--- src/rtl/lsu_mem_ctrl.sv ---
// Load/store unit memory controller: decodes core load/store requests into a
// single-outstanding word bus transaction, with alignment checks and a bus timeout.
module lsu_mem_ctrl #(
  parameter int TIMEOUT = 16
) (
  input  logic        clk,
  input  logic        rst_n,
  input  logic        mem_read,
  input  logic        mem_write,
  input  logic [2:0]  mem_funct3,
  input  logic [31:0] addr,
  input  logic [31:0] wdata,
  output logic [31:0] rdata,
  output logic        stall,
  output logic        access_fault,
  output logic        bus_req,
  output logic        bus_we,
  output logic [31:0] bus_addr,
  output logic [3:0]  bus_be,
  output logic [31:0] bus_wdata,
  input  logic        bus_ack,
  input  logic [31:0] bus_rdata
);

  // state | meaning
  // IDLE  | accept a new load/store; illegal requests fault without a bus cycle
  // BUSY  | bus_req held with stable address/lanes until ack or timeout
  // DONE  | result valid on rdata, core retires the instruction
  typedef enum logic [1:0] {
    S_IDLE = 2'd0,
    S_BUSY = 2'd1,
    S_DONE = 2'd2
  } state_t;

  localparam int CW = (TIMEOUT > 1) ? $clog2(TIMEOUT) : 1;
  localparam logic [CW-1:0] CNT_LOAD = CW'(TIMEOUT - 1);

  state_t        state_q;
  logic [CW-1:0] cnt_q;
  logic [1:0]    off_q;
  logic [2:0]    f3_q;
  logic          we_q;
  logic          bus_req_q;
  logic          fault_q;
  logic [31:0]   rdata_q;
  logic [31:0]   bus_addr_q;
  logic [31:0]   bus_wdata_q;
  logic [3:0]    bus_be_q;

  logic          req;
  logic          f3_ok;
  logic          align_ok;
  logic          legal;
  logic [3:0]    be_d;
  logic [31:0]   wdata_d;
  logic [31:0]   lane;
  logic [31:0]   load_d;

  assign req = mem_read | mem_write;

  // A store decodes with store legality even when mem_read is also high.
  always_comb begin
    if (mem_write) begin
      f3_ok = mem_funct3 inside {3'b000, 3'b001, 3'b010};
    end else begin
      f3_ok = mem_funct3 inside {3'b000, 3'b001, 3'b010, 3'b100, 3'b101};
    end
    case (mem_funct3[1:0])
      2'b00: begin
        align_ok = 1'b1;
        be_d     = 4'b0001 << addr[1:0];
        wdata_d  = {4{wdata[7:0]}};
      end
      2'b01: begin
        align_ok = ~addr[0];
        be_d     = 4'b0011 << {addr[1], 1'b0};
        wdata_d  = {2{wdata[15:0]}};
      end
      default: begin
        align_ok = (addr[1:0] == 2'b00);
        be_d     = 4'b1111;
        wdata_d  = wdata;
      end
    endcase
    legal = f3_ok & align_ok;
  end

  assign lane = bus_rdata >> {off_q, 3'b000};

  always_comb begin
    case (f3_q)
      3'b000:  load_d = {{24{lane[7]}}, lane[7:0]};
      3'b100:  load_d = {24'b0, lane[7:0]};
      3'b001:  load_d = {{16{lane[15]}}, lane[15:0]};
      3'b101:  load_d = {16'b0, lane[15:0]};
      default: load_d = lane;
    endcase
  end

  always_ff @(posedge clk or negedge rst_n) begin
    if (!rst_n) begin
      state_q     <= S_IDLE;
      cnt_q       <= '0;
      off_q       <= '0;
      f3_q        <= '0;
      we_q        <= 1'b0;
      bus_req_q   <= 1'b0;
      fault_q     <= 1'b0;
      rdata_q     <= '0;
      bus_addr_q  <= '0;
      bus_wdata_q <= '0;
      bus_be_q    <= '0;
    end else begin
      fault_q <= 1'b0;
      case (state_q)
        S_IDLE: begin
          if (req) begin
            if (legal) begin
              off_q       <= addr[1:0];
              f3_q        <= mem_funct3;
              we_q        <= mem_write;
              bus_addr_q  <= {addr[31:2], 2'b00};
              bus_be_q    <= be_d;
              bus_wdata_q <= wdata_d;
              bus_req_q   <= 1'b1;
              cnt_q       <= CNT_LOAD;
              state_q     <= S_BUSY;
            end else begin
              fault_q <= 1'b1;
            end
          end
        end
        S_BUSY: begin
          // An ack arriving in the last allowed cycle still completes normally.
          if (bus_ack) begin
            rdata_q   <= we_q ? '0 : load_d;
            bus_req_q <= 1'b0;
            state_q   <= S_DONE;
          end else if (cnt_q == '0) begin
            rdata_q   <= '0;
            fault_q   <= 1'b1;
            bus_req_q <= 1'b0;
            state_q   <= S_DONE;
          end else begin
            cnt_q <= cnt_q - 1'b1;
          end
        end
        S_DONE: begin
          rdata_q <= '0;
          state_q <= S_IDLE;
        end
        default: state_q <= S_IDLE;
      endcase
    end
  end

  // Stall is combinational in IDLE so the PC freezes in the request cycle itself.
  assign stall = rst_n & (((state_q == S_IDLE) & req & legal) | (state_q == S_BUSY));

  assign rdata        = rdata_q;
  assign access_fault = fault_q;
  assign bus_req      = bus_req_q;
  assign bus_we       = we_q;
  assign bus_addr     = bus_addr_q;
  assign bus_be       = bus_be_q;
  assign bus_wdata    = bus_wdata_q;

endmodule

--- config.mk ---
export PLATFORM = sky130hd
export DESIGN_NAME = lsu_mem_ctrl
export DESIGN_NICKNAME = d
export VERILOG_FILES = /design/src/rtl/lsu_mem_ctrl.sv
export SDC_FILE = /design/constraint.sdc
export NUM_CORES = 1
export LEC_CHECK = 0
export CORE_ASPECT_RATIO = 0.6
export CORE_MARGIN = 3
export CORE_UTILIZATION = 24
export CTS_BUF_LIST = sky130_fd_sc_hd__clkbuf_16
export CTS_CLUSTER_DIAMETER = 40
export DETAILED_ROUTE_END_ITERATION = 16
export PLACE_DENSITY = 0.52
export SLEW_MARGIN = 20
export SYNTH_ARGS = -nofsm -noshare
export SYNTH_HDL_FRONTEND = slang
export SYNTH_SLANG_ARGS = --single-unit
--- constraint.sdc ---
create_clock -name clk -period 2.4 [get_ports clk]
set_clock_uncertainty 0.2 [all_clocks]
set_input_delay 0.48 -clock clk [delete_from_list [all_inputs] [get_ports clk]]
set_output_delay 0.48 -clock clk [all_outputs]
set_load 0.05 [all_outputs]
==> results of run 1 <==
==> flip-flops by register name, indices dropped and copies added (netlist names) <==
register / count
cnt_q: 4
rdata: 32
f3_q: 3
bus_be: 4
bus_addr: 30
bus_we: 1
bus_wdata: 32
state_q: 2
access_fault: 1
off_q: 2
bus_req: 1
==> layout make-up <==
class                           instances  area, µm²
Clock inverter                          7       72.6
Tap cell                              273        342
Clock buffer                            9        225
Inverter                                9       33.8
Timing Repair Buffer                  238       2360
Sequential cell                       112       2800
Fill cell                            2024      12500
Multi-Input combinational cell        369       2180
==> per-stage QoR <==
step,setup slack [ps],total power (W),utilization,hold slack [ps]
4_1_cts,17.5,0.0103,0.390,45.1
3_3_place_gp,-159,0.00863,0.376,258
2_1_floorplan,-2.53,0.00653,-,-15.6
5_1_grt,1.51,0.0107,0.390,58.8
3_5_place_dp,-203,0.00869,0.376,262
6_report,57.5,0.0102,0.390,-1.94
==> synthesized netlist by cell type (5+ instances only) <==
library cell / instances / area (µm²)
sky130_fd_sc_hd__buf_2: 6 / 30.0
sky130_fd_sc_hd__dfrtp_1: 112 / 2800
sky130_fd_sc_hd__a221o_1: 16 / 160
sky130_fd_sc_hd__nand3b_1: 8 / 60.1
sky130_fd_sc_hd__mux2i_1: 40 / 400
sky130_fd_sc_hd__inv_1: 9 / 33.8
sky130_fd_sc_hd__mux2_2: 7 / 78.8
sky130_fd_sc_hd__nand2_1: 154 / 578
sky130_fd_sc_hd__o21ai_0: 40 / 200
sky130_fd_sc_hd__nor2_1: 24 / 90.1
sky130_fd_sc_hd__nor3_1: 5 / 25.0
sky130_fd_sc_hd__o2bb2ai_1: 15 / 131
sky130_fd_sc_hd__a21oi_1: 29 / 145
sky130_fd_sc_hd__clkbuf_1: 26 / 97.6
==> final timing paths <==
kind / end
max: stall
min: bus_addr[30]
max reg2reg: rdata[21]
min reg2reg: bus_addr[12]
max in group asynchronous: rdata[18]
min in group clk: bus_addr[12]
==> cell families (layout without fill, tap and decap cells) <==
family | after synthesis | after routing | synth area share
adders and majority gates | 1 | 1 | 0.00242
AOI/OAI and AO/OA | 113 | 113 | 0.145
buffers and inverters | 48 | 263 | 0.0422
DFF | 112 | 112 | 0.543
other | 1 | 2 | 0.000727
xor gates and xnor gates | 1 | 1 | 0.00170
muxes | 49 | 49 | 0.100
and+or+nand+nor | 203 | 203 | 0.165
==> power breakdown <==
group | switching (W) | internal (W) | total, W | leakage (nW)
logic | 0.00366 | 0.00193 | 0.00559 | 2.04
clock network | 0.000802 | 0.000738 | 0.00154 | 0.143
registers | 0.000443 | 0.00259 | 0.00303 | 1.41
total | 0.00490 | 0.00525 | 0.0102 | 3.59
==> worst reg2reg max path: cells and delay by family (launching register included) <==
family,cells,cell delay (ps)
AO/OA/AOI/OAI,2,440
buffers and inverters,1,410
flip-flops,1,380
AND/OR/NAND/NOR,1,380
multiplexers,1,300
==> per-layer routing <==
layer,routed length (µm),GRT usage,part of all wire,vias up
met5,0,0,0,-
met4,106,0.0280,0.0059,0
met3,1140,0.0438,0.064,5
met2,7530,0.222,0.42,136
met1,9090,0.234,0.51,2189
li1,-,-,-,2243
==> what timing repair did <==
action / in CTS / in global routing
pin swaps: 2 / 3
endpoints found under the setup margin: 1 / 1
resized for setup: 5 / 3
==> summary.md, run 1 <==
| Metric | Value |
|---|---|
| Slew at the pin closest to its max-slew limit | ~920 ps |
| Final instance area | 0.00802 mm² |
| Post-place instance area | 0.00773 mm² |
| Count of flip-flops with a built-in enable after synthesis | 0 |
| Top Family by Delay on Critical Path | buffers and inverters |
| Estimated wirelength of the detail-placed design | 13600 µm |
| Critical Path Fanout Max | 3 |
| Yosys warns | 0 |
| IR drop worst, VDD | a little over 0.6 mV |
| Setup slack on the worst flop-to-flop path | around 170 ps |
| Launch point of the worst path | addr[0] |
| Failing checks | hold timing |
| Worst-path cell chain | dlygate4sd2_1 -> nor4_2 -> o211ai_1 -> a21boi_4 -> buf_12 |
| Global router's overall resource usage | 0.155 |
| CP endpoint kind | output port |
| Count of antenna-violating nets left after detailed routing | 0 |
| Clock latency reported for the late side of the worst-skew pair | 360 ps |
| DP Cell Count | approximately 1000 |
| Commonest non-fill, non-tap cell in the layout | sky130_fd_sc_hd__clkdlybuf4s50_1 |
| Post-synth ARST share | 1.00 |
| Total Neg Setup Slack | 0 ps |
| Post-synth design cell area | 0.00516 mm² |
| 1st-pass router iterations | 7 |
| First DRT Iteration DRCs | 220 |
| Worst hold slack | -1.94 ps |
| Yosys cell types | 42 |
| Share of the yosys chip area belonging to registers | 0.543 |
| Largest stage delay on the critical path | about 320 ps |
| Library cell contributing the largest single delay on the critical path | sky130_fd_sc_hd__nor4_2 |
| Crit path depth | 5 |
| Cts-stage hold buffer count | 0 |
| Top Ports | about 210 |
| Die height | between 100 and 150 µm |
| Mean post-synth cell area | a little under 10 µm² |
| Total number of placement rows | 40 |
| Number of buffers added by the clock tree synthesis step | 9 |
| Number of global-route vias before repair | around 4800 |
| Via density per instance | 4.50 |
| Final Hold Vio Count | 4 |
| Number of antenna violations at the first check in global routing | 0 |
| Clock-pin slew of the registers on the worst-case setup and hold paths | 90 ps |
| CTS tree | built |
| Initial core utilization | 0.251 |
| Number of nets in the layout | approximately 840 |
| Required @ worst endpoint | between 1500 and 2000 ps |
| Number of synthesized register bits | 112 |
| Hold Path Class | in -> async |
| Length in cells of the worst reg-to-reg path | 5 |
| Number of antenna repair diodes | 0 |
| Core Region | about 0.02 mm² |
| Routability-driven placement congestion ratio | just under 0.9 |
| Sink Count | roughly 110 |
| Most used cells in the layout excluding fill and tap cells | sky130_fd_sc_hd__clkdlybuf4s50_1 (193), sky130_fd_sc_hd__nand2_1 (154), sky130_fd_sc_hd__dfrtp_1 (112) |
| Post-route fraction of the period consumed by the critical path | 0.976 |
| Clock Root Buffer | sky130_fd_sc_hd__clkbuf_16 |
| Highest attainable clock frequency | between 0.4 and 0.5 GHz |
| Setup violations, final | 0 |
| Largest net degree at the start of global routing | about 110 |
| Global-route wire length before repair | 28500 µm |
| Proportion of layout cells with a drive suffix above 1 | 0.101 |
| Sum of buffers and inverters on the critical path | 2 |
| Total die area | around 0.023 mm² |
| CP Class | in -> out |
| Total power per unit cell area | 1270 mW/mm² |
| Worst slew slack as a fraction of its limit | 0.383 |
| Growth of design area from synthesis to finish | 55.5% |
| Main flop type after synthesis | sky130_fd_sc_hd__dfrtp_1 |
| Overflow after GRT | 0 |
| Max Cap Viol | 0 |
| Number of standard cells in the final layout excluding fillers | approximately 1000 |
| Post-synthesis instance total | between 500 and 600 |
| Post-route DRC | 0 |
| Run status | finished, violations left |
| Die extent in x | between 150 and 200 µm |
| Arrival time of data at the critical path endpoint | roughly 1700 ps |
| Max Buffers Root-to-Sink | 2 |
| Leak Pwr | ~3.6 nW |
| Drt wl/cell | ~18 µm |
| Startpoint types | input pin |
| Post-Route WL | between 15000 and 20000 µm |
| H-tree depth reported by CTS | 3 |
| Detailed-route via count | 4573 |
| Fin. max-slew vios | 0 |
| Min Clock Period, post-route | ~2300 ps |
| RSZ-0062 raised after global routing | no |
| Input/output buffers | roughly 210 |
| Startpoint of the most critical register-to-register path | off_q[0] |
| Post-CTS Setup Repair Bufs | 0 |
Power figures use the tool's default switching activity.
==> run 2, diff against run 1 <==
--- a/config.mk
+++ b/config.mk
@@ -7,11 +7,11 @@
 export LEC_CHECK = 0
 export CORE_ASPECT_RATIO = 0.6
 export CORE_MARGIN = 3
-export CORE_UTILIZATION = 24
+export CORE_UTILIZATION = 44
 export CTS_BUF_LIST = sky130_fd_sc_hd__clkbuf_16
 export CTS_CLUSTER_DIAMETER = 40
 export DETAILED_ROUTE_END_ITERATION = 16
-export PLACE_DENSITY = 0.52
+export PLACE_DENSITY = 0.83
 export SLEW_MARGIN = 20
 export SYNTH_ARGS = -nofsm -noshare
 export SYNTH_HDL_FRONTEND = slang
==> run 2 against run 1 <==
  * The run now ends clean
  * Utilization rose by 33 points
  * Sequential share of layout area up 0.70 points
  * Die area fell by 44%
  * Flip-flop and latch count unchanged
  * Critical endpoint unchanged
==> summary.md, run 2 (synthesized netlist as in run 1, its figures left out) <==
| Metric | Value |
|---|---|
| RSZ-0062 raised after global routing | no |
| Core Region | 0.0110 mm² |
| Final Hold Vio Count | 0 |
| Fillcell total | between 800 and 900 |
| Global router's overall resource usage | 0.250 |
| Drt wl/cell | roughly 18 µm |
| Number of antenna repair diodes | 0 |
| IR drop worst, VDD | approximately 0.68 mV |
| Highest attainable clock frequency | 0.429 GHz |
| H-tree depth reported by CTS | 3 |
| Count of antenna-violating nets left after detailed routing | 0 |
| Met1 wire length | about 7600 µm |
| Max Buffers Root-to-Sink | 2 |
| Top Ports | around 210 |
| Fin. max-slew vios | 0 |
| Via density per instance | just over 5 |
| Largest net degree at the start of global routing | between 100 and 150 |
| Max Cap Viol | 0 |
| Total Neg Setup Slack | 0 ps |
| Total power per unit cell area | 1270 mW/mm² |
| Number of nets in the layout | about 850 |
| Growth of design area from synthesis to finish | 52.4% |
| Total die area | approximately 0.013 mm² |
| Post-route fraction of the period consumed by the critical path | 0.971 |
| Required @ worst endpoint | around 1700 ps |
| Total number of placement rows | 29 |
| Setup violations, final | 0 |
| Overflow after GRT | 0 |
| CP endpoint kind | output port |
| Total area of sequential cells | 0.00280 mm² |
| Most used cells in the layout excluding fill and tap cells | sky130_fd_sc_hd__clkdlybuf4s50_1 (197), sky130_fd_sc_hd__nand2_1 (154), sky130_fd_sc_hd__dfrtp_1 (112) |
| Arrival time of data at the critical path endpoint | 1650 ps |
| Met3 WL | between 1000 and 1500 µm |
| Slew at the pin closest to its max-slew limit | about 920 ps |
| CP Class | in -> out |
| Post-route DRC | 0 |
| 1st-pass router iterations | 8 |
| Clock latency reported for the late side of the worst-skew pair | 350 ps |
| Run status | finished clean |
| Largest stage delay on the critical path | 300 ps |
| Proportion of layout cells with a drive suffix above 1 | 0.0965 |
| Global-route wire length before repair | about 26000 µm |
| Worst slew slack as a fraction of its limit | 0.383 |
| Die height | around 90 µm |
| Cts-stage hold buffer count | 0 |
| Commonest non-fill, non-tap cell in the layout | sky130_fd_sc_hd__clkdlybuf4s50_1 |
| Hold Path Class | in -> async |
| Top routing layer in use | met4 |
| Combined area of the multi-input logic cells | between 0.002 and 0.0025 mm² |
| Sink Count | 112 |
| Met2 Wirelength | roughly 7200 µm |
| Detailed-route via count | between 4000 and 5000 |
| Die extent in x | between 100 and 150 µm |
| Number of buffers added by the clock tree synthesis step | 9 |
| Library cell contributing the largest single delay on the critical path | sky130_fd_sc_hd__dlygate4sd2_1 |
| Estimated wirelength of the detail-placed design | between 10000 and 15000 µm |
| CTS tree | built |
| Slack of the critical path | approximately 70 ps |
| Leak Pwr | between 3 and 4 nW |
| Post-placement setup slack | -263 ps |
| Post-Route WL | ~16000 µm |
| Startpoint types | input pin |
| First DRT Iteration DRCs | between 200 and 300 |
| Number of antenna violations at the first check in global routing | 0 |
| Routability-driven placement congestion ratio | 0.884 |
| Worst-path cell chain | dlygate4sd2_1 -> nor4_4 -> o211ai_1 -> a21boi_4 -> buf_12 |
| Clock Root Buffer | sky130_fd_sc_hd__clkbuf_16 |
| Critical Path Fanout Max | 3 |
| Input/output buffers | 205 |
| Number of global-route vias before repair | approximately 4700 |
| Min Clock Period, post-route | 2330 ps |
| Initial core utilization | 0.469 |
| Pwr Total | 0.0100 W |
| Worst hold slack | slightly below 60 ps |
| Clock-pin slew of the registers on the worst-case setup and hold paths | 80 ps |
==> run 2: worst paths after layout <==
check,slack [ps],endpoint,start,cells past startpoint
worst min-delay path,60,bus_addr[31],rst_n,2
worst max register to register,240,rdata[28],off_q[0],5
max in group asynchronous,1480,rdata[0],rst_n,2
worst max-delay path,70,stall,mem_funct3[2],5
worst min register to register,270,bus_addr[23],bus_addr[23],2
min in group clk,270,bus_addr[23],bus_addr[23],2
==> run 2: area by class of cell <==
cell class                      instances  area share
Inverter                                9     0.00430
Multi-Input combinational cell        369       0.279
Sequential cell                       112       0.356
Clock buffer                            9      0.0286
Timing Repair Buffer                  240       0.301
Tap cell                              155      0.0247
Clock inverter                          7     0.00605
==> run 2: stage by stage <==
step | instance area (µm²) | std cells | utilization
2_1_floorplan | 5220 | 529 | -
3_3_place_gp | 7540 | 878 | 0.686
3_5_place_dp | 7540 | 878 | 0.686
4_1_cts | 7860 | 900 | 0.714
5_1_grt | 7870 | 901 | 0.715
6_report | 7870 | 901 | 0.715
==> run 2: metal layers <==
layer | vias to the layer above | global-route usage
li1 | 2242 | -
met1 | 2240 | 0.361
met2 | 147 | 0.368
met3 | 20 | 0.0769
met4 | 0 | 0.0648
met5 | - | 0
==> run 2: what timing repair did <==
action / 4_1_cts / 5_1_grt
setup buffers: 6 / 1
endpoints found under the setup margin: 1 / 4
gates resized for setup: 6 / 6
pin swaps: 4 / 4
==> run 2: worst max-delay path: cells and delay by family <==
family | cells | cell delay, ps
buffers and inverters | 2 | 450
AND/OR/NAND/NOR | 1 | 260
AO/OA/AOI/OAI | 2 | 460
==> run 2: power breakdown <==
group	leakage [nW]	total [W]	internal (W)	switching (W)
combinational	2.03	0.00560	0.00194	0.00366
sequential	1.41	0.00303	0.00259	0.000436
clock	0.135	0.00139	0.000705	0.000683
